**config.mk**
```make
export PLATFORM = sky130hd
export DESIGN_NAME = vs_rr_arb
export DESIGN_NICKNAME = d
export VERILOG_FILES = /design/src/rtl/vs_pkg.sv /design/src/rtl/rr_pick.sv /design/src/rtl/vs_rr_arb.sv
export SDC_FILE = /design/constraint.sdc
export NUM_CORES = 1
export LEC_CHECK = 0
export CAP_MARGIN = 10
export CORE_MARGIN = 2
export CORE_UTILIZATION = 41
export DETAILED_ROUTE_END_ITERATION = 7
export PLACE_DENSITY = 0.88
export SETUP_SLACK_MARGIN = 0.05
export SLEW_MARGIN = 5
export SYNTH_ARGS = -nofsm -noshare
export SYNTH_HDL_FRONTEND = slang
export SYNTH_SLANG_ARGS = --single-unit
```
**constraint.sdc**
```tcl
create_clock -name clk -period 5.3 [get_ports clk]
set_input_delay 0.53 -clock clk [delete_from_list [all_inputs] [get_ports clk]]
set_output_delay 0.53 -clock clk [all_outputs]
set_load 0.05 [all_outputs]
```
**src/rtl/vs_pkg.sv**
```systemverilog
// Shared definitions for the valid/stall arbiter: index-width helper, counter width,
// and the output-register state type.
package vs_pkg;

  localparam int VS_CNT_W = 16;

  typedef logic [VS_CNT_W-1:0] vs_cnt_t;

  typedef enum logic {
    OUT_EMPTY = 1'b0,
    OUT_FULL  = 1'b1
  } out_state_e;

  // Index width that never collapses to zero bits for a single requester.
  function automatic int clog2_min1(input int n);
    return (n > 1) ? $clog2(n) : 1;
  endfunction

endpackage

```
**src/rtl/rr_pick.sv**
```systemverilog
// Combinational round-robin picker: first requester at or after ptr, wrapping mod N.
module rr_pick
  import vs_pkg::*;
#(
  parameter  int N  = 4,
  localparam int SW = clog2_min1(N)
) (
  input  logic [N-1:0]  req,
  input  logic [SW-1:0] ptr,
  output logic          any,
  output logic [SW-1:0] w,
  output logic [N-1:0]  gnt
);

  logic [SW-1:0] idx;

  always_comb begin
    any = 1'b0;
    w   = '0;
    gnt = '0;
    idx = '0;
    for (int k = 0; k < N; k++) begin
      idx = SW'((int'(ptr) + k) % N);
      if (!any && req[idx]) begin
        any      = 1'b1;
        w        = idx;
        gnt[idx] = 1'b1;
      end
    end
  end

endmodule

```
**src/rtl/vs_rr_arb.sv**
```systemverilog
// N-to-1 round-robin arbiter with a registered valid/stall output stage.
// Optional per-requester accept counters are built when VS_ARB_STATS_EN is defined.
module vs_rr_arb
  import vs_pkg::*;
#(
  parameter  int N     = 4,
  parameter  int WIDTH = 32,
  localparam int SW    = clog2_min1(N)
) (
  input  logic                    clk,
  input  logic                    rst,
  input  logic [N-1:0]            valid_us,
  input  logic [N-1:0][WIDTH-1:0] data_us,
  output logic [N-1:0]            stall_us,
  output logic                    valid_ds,
  output logic [WIDTH-1:0]        data_ds,
  output logic [SW-1:0]           src_ds,
  input  logic                    stall_ds
`ifdef VS_ARB_STATS_EN
  ,
  output vs_cnt_t [N-1:0]         acc_cnt
`endif
);

  // state     | meaning
  // OUT_EMPTY | no beat held, valid_ds low
  // OUT_FULL  | beat held in data_ds/src_ds, waiting for !stall_ds
  out_state_e    state;
  logic [SW-1:0] ptr;
  logic          any;
  logic [SW-1:0] w;
  logic [N-1:0]  gnt;
  logic          adv;

  rr_pick #(.N(N)) u_pick (
    .req (valid_us),
    .ptr (ptr),
    .any (any),
    .w   (w),
    .gnt (gnt)
  );

  assign valid_ds = (state == OUT_FULL);
  assign adv      = !valid_ds || !stall_ds;
  assign stall_us = valid_us & ~({N{adv}} & gnt);

  always_ff @(posedge clk or posedge rst) begin
    if (rst) begin
      state   <= OUT_EMPTY;
      data_ds <= '0;
      src_ds  <= '0;
      ptr     <= '0;
    end else if (adv) begin
      if (any) begin
        state   <= OUT_FULL;
        data_ds <= data_us[w];
        src_ds  <= w;
        ptr     <= (w == SW'(N-1)) ? '0 : w + 1'b1;
      end else begin
        state <= OUT_EMPTY;
      end
    end
  end

`ifdef VS_ARB_STATS_EN
  // An accept is exactly a grant on an advancing cycle; counters stick at all-ones.
  always_ff @(posedge clk or posedge rst) begin
    if (rst) begin
      acc_cnt <= '0;
    end else begin
      for (int i = 0; i < N; i++) begin
        if (adv && gnt[i] && (acc_cnt[i] != '1))
          acc_cnt[i] <= acc_cnt[i] + 1'b1;
      end
    end
  end
`endif

endmodule

```
# Word-level counts from Yosys, hierarchy flattened
# Cells that the tools add are included.
[totals]
register_bits = 37
out_inout_bits = 39
elab_cells = 70
[classes]
add_sub_neg = 4
magnitude_cmp = 9
eq_ne = 1
muxes = 32
n_bitwise = 6
n_reduce_logical = 14
[ops]
columns = ["cell", "n"]
rows = [
  ["binary-select mux 32 bit (select 2 bit)", 1],
  ["two-way mux 32 bit", 1],
  ["two-way mux 4 bit", 4],
  ["less-than comparator 2 x 3 -> 1 bit (second input constant)", 5],
  ["two-way mux 1 bit", 13],
  ["OR 4 bit", 3],
  ["two-way mux 2 bit", 5],
  ["AND 4 bit", 2],
  ["binary-select mux 1 bit (select 2 bit)", 4],
  ["demux 1 bit (select 2 bit)", 4],
  [">= comparator 2 x 1 -> 1 bit (second input constant)", 4],
  ["logical AND 1 bit", 7],
  ["logical NOT 1 bit", 5],
  ["adder 2 x 1 -> 2 bit (second input constant)", 2],
  ["adder 2 bit (second input constant)", 2],
  ["NOT 4 bit", 1],
  ["== test 2 bit (second input constant)", 1],
  ["AND reduction 2 bit", 1],
  ["logical OR 1 bit", 1],
]

# Depth between registers and ports, before layout
[depth]
word_depth = 15
mapped_depth = 11
mapped_depth_nobuf = 8

# Cells and area by module
# From an unflattened synthesis, not the netlist that was laid out.
[unflattened]
hier_cells = 172
hier_area_um2 = 2780.2
[by_module_without_submodules]
columns = ["mod", "n_inst", "cells_per_inst", "area_each_um2"]
rows = [
  ["vs_rr_arb", 1, 127, 2357.3],
  ["rr_pick", 1, 45, 422.9],
]

# Worst setup path before layout
# Ideal clock, no wire load.
[synth_path]
path_type = "register to output"
start = "reg ptr[1]"
end = "out stall_us[0]"
arrival_time_ns = 2.975
required_ns = 4.770
setup_slack_ns = 1.795
stages_incl_launch_ff = 10
path_buffers = 1
path_cell_list = "dfrtp_1 -> clkbuf_1 -> inv_1 -> ha_1 -> mux4_2 -> inv_1 -> nor2_4 -> a22oi_1 -> o21ai_0 -> a21boi_0"
[synth_between]
elab_chain_len = 15
elab_cells_between_ends = 50
cone_classes = "3 x add/sub; 8 x order compare; 23 x mux; 6 x bitwise; 10 x reduce/logical"
[synth_lines]
columns = ["item", "line", "rtl"]
rows = [
  ["start: declaration", "vs_rr_arb.sv:29", "logic [SW-1:0] ptr;"],
  ["start signal: assignment", "vs_rr_arb.sv:58", "ptr <= (w == SW'(N-1)) ? '0 : w + 1'b1;"],
  ["parallel branches: the longest is 11 deep, another holds less-than comparator 2 x 3 -> 1 bit", "-", ""],
  ["two-way mux 4 bit (*)", "rr_pick.sv:24", "if (!any && req[idx]) begin"],
  ["AND 4 bit (*)", "vs_rr_arb.sv:45", "assign stall_us = valid_us & ~({N{adv}} & gnt);"],
  ["NOT 4 bit (*)", "vs_rr_arb.sv:45", ""],
  ["AND 4 bit (*)", "vs_rr_arb.sv:45", ""],
  ["end: declaration", "vs_rr_arb.sv:14", "output logic [N-1:0] stall_us,"],
]
# Every way passes the cells marked *. The select of a mux whose other input is x is not followed.

# Worst setup path after layout
[layout_path]
start = "reg ptr[0]"
end = "out stall_us[1]"
# The elaborated chain is that of the path after synthesis.

==> impl_metrics.tcl <==
set metrics [dict create \
    worst_pin_slew_ps 1010 \
    grt.total_usage 0.211 \
    antenna_cells 0 \
    nets 558 \
    async_reset_ff_frac 1.00 \
    setup_viol 0 \
    ys.warnings.count 0 \
    grt_pass1_vias 2653 \
    synth_area_sq_mm 0.00283 \
    finalClockSkew_ps 4.72 \
    clock_latency_ps 280 \
    grt_pass1_wl_microns 12600 \
    rows 30 \
    synthTopCellsByCount "mux2i_1, nand2_1, dfrtp_1, o221ai_2, buf_2" \
    seq_area_frac_synth 0.327 \
    synthFlopType "dfrtp_1" \
    cp_cell_sequence "inv_1 -> ha_1 -> mux4_2 -> or3_4 -> nor2_4 -> a22oi_1 -> o21ai_0 -> a21boi_0 -> clkdlybuf4s50_1" \
    drive_above_1_share 0.125 \
    ant_nets 0 \
    cts_tree "done" \
    synth_top_area_frac 0.327 \
    finalCritPeriodShare 0.816 \
    synth.area.top_cells "dfrtp_1, mux2i_1, o221ai_2" \
    min_path_type "flop to flop" \
    synth-simple-area-share 0.0796 \
    port_buffers 173 \
    hold_buffers 0 \
    period_needed_ps 4330 \
    grt_max_degree 39 \
    wire_per_inst_microns 17.1 \
    synth_most_common_cell "mux2i_1" \
    critPathArrivalTime_ps 3800 \
    hold_viol 0 \
    die_area_sq_mm 0.00758 \
    drt_pass1_iterations 4 \
    ys_types 31 \
    power_density_mw_per_mm2 650 \
    synth_compound_area_frac 0.221 \
    cap_violations 0 \
    start_util 0.421 \
    areaGrowthSynthToFinish_pct 64.5 \
    synth-edff-count 0 \
    coreArea_sq_mm 0.00672 \
    setup_ws_ps 973 \
    path_class "flop to output port" \
    htreeDepth 2 \
    design_area_sq_mm 0.00466 \
    place.gp.congestion 1.09 \
    path_buf_inv 2 \
    drtIter0Drc 64 \
    io_pins 174 \
    clockBufferDepth 2 \
    via_count 2652 \
    drt-total-wl_microns 8450 \
    cp-end-kind "output port" \
    cts_setup_buffers 0 \
    antenna_found_initial 0 \
    hpwl_microns 6610 \
    cts_buffers 5 \
    clock_sinks 37 \
    synth_area_leader_cell "dfrtp_1" \
    place_area_sq_mm 0.00457 \
    die_x_microns 87.1 \
    setup_tns_ps 0 \
    vdd_ir_drop_max_uv 531 \
    cp_max_fo 14 \
    drc 0 \
    overflow 0 \
    crit_slowest_cell "clkdlybuf4s50_1" \
    p_leak_nw 1.88 \
    pre_cts_slack_ps 1310 \
    viasPerCell 5.36 \
    synth_top_family_by_area "multiplexers" \
    critPathMaxStageDelay_ps 710 \
    required_ps 4770 \
    synthCells 251 \
    root_buffer "clkbuf_8" \
    outcome "finished clean" \
    synth_mux_area_frac 0.269 \
    critPathTopFamily "buffers and inverters" \
    ys_seq_elements 37 \
    startpoint_type "flop" \
    cts_resized 0 \
    die_h_microns 87.1 \
    post-route-util 0.693 \
    clk_pin_slew_ps 70 \
    finalMaxSlewViolations 0 \
    synth-adder-area-share 0.0354 \
    max_freq_mhz 231 \
    synth.avg_cell_area_sq_um 11.3 \
    rsz0062_at_grt "no" \
    relSlewSlack 0.324 \
    synth_xor_area_frac 0.00928 \
    synthesis.nets 394 \
]
## cells by family after synthesis
family / count (synthesis)
adders and majority gates: 8
and+or+nand+nor: 52
muxes: 71
buffers and inverters: 24
AOI/OAI and AO/OA: 56
xor gates and xnor gates: 3
DFF: 37
## final cells by class
class                      count  area, sq um
fill                         527         2060
multi-input combinational    190         1760
timing repair buffer         177         1760
sequential                    37          926
tap                           80          100
clock buffer                   6         82.6
inverter                       4         15.0
clock inverter                 1         7.51
## cell usage in the layout, fill, tap and decap left out, types with 2 or more instances in the layout
cell type,n
mux2i_1,66
inv_1,4
nor2b_1,2
buf_4,4
o221ai_2,29
nor3_1,2
o221ai_1,3
a21boi_0,4
a22oi_1,8
o21ai_4,2
mux4_2,4
o21ai_0,6
nor2_1,4
dfrtp_1,37
clkbuf_8,6
ha_1,8
xnor2_1,3
clkdlybuf4s50_1,173
nand2_1,39
## through the flow
stage / cells / hold slack [ps] / power [mW]
detailed placement: 488 / 473 / 2.85
finish: 495 / 484 / 3.03
CTS: 495 / 489 / 3.06
floorplan: 251 / 707 / 2.29
global placement: 488 / 464 / 2.79
global route: 495 / 520 / 3.21
## worst min-delay path, stage by stage, from the launching register on
cell and delay, ps:
dfrtp_1 340, nand2_1 60, o221ai_2 50
## layer usage
| layer | share of wire | vias to the layer above | routed length (microns) | track usage |
|---|---|---|---|---|
| met5 | 0 | - | 0 | 0 |
| met4 | 0.014 | 0 | 119 | 0.0511 |
| met3 | 0.084 | 10 | 710 | 0.0512 |
| met2 | 0.52 | 115 | 4380 | 0.389 |
| met1 | 0.38 | 1250 | 3240 | 0.243 |
| li1 | - | 1277 | - | - |
## worst paths after layout
kind	start	end	slack (ps)	cells past startpoint
setup / recovery	ptr[0]$_DFFE_PP0P_	stall_us[1]	970	9
setup reg to reg	ptr[0]$_DFFE_PP0P_	data_ds[6]$_DFFE_PP0P_	1470	7
hold / removal	data_ds[18]$_DFFE_PP0P_	data_ds[18]$_DFFE_PP0P_	480	2
max in group asynchronous	rst	data_ds[8]$_DFFE_PP0P_	4310	3
min in group asynchronous	rst	data_ds[24]$_DFFE_PP0P_	650	3
hold reg to reg	data_ds[18]$_DFFE_PP0P_	data_ds[18]$_DFFE_PP0P_	480	2
## report_power, final
| group | leakage, nW | switching, mW | internal, mW |
|---|---|---|---|
| logic | 1.38 | 1.36 | 0.928 |
| registers | 0.450 | 0.106 | 0.430 |
| clock network | 0.0433 | 0.0958 | 0.103 |
## sequential cells by signal, summed over array words and instances, names as in the netlist
register	cells
ptr	2
valid_ds	1
src_ds	2
data_ds	32
Note: power is estimated with default switching activity, not from simulation.
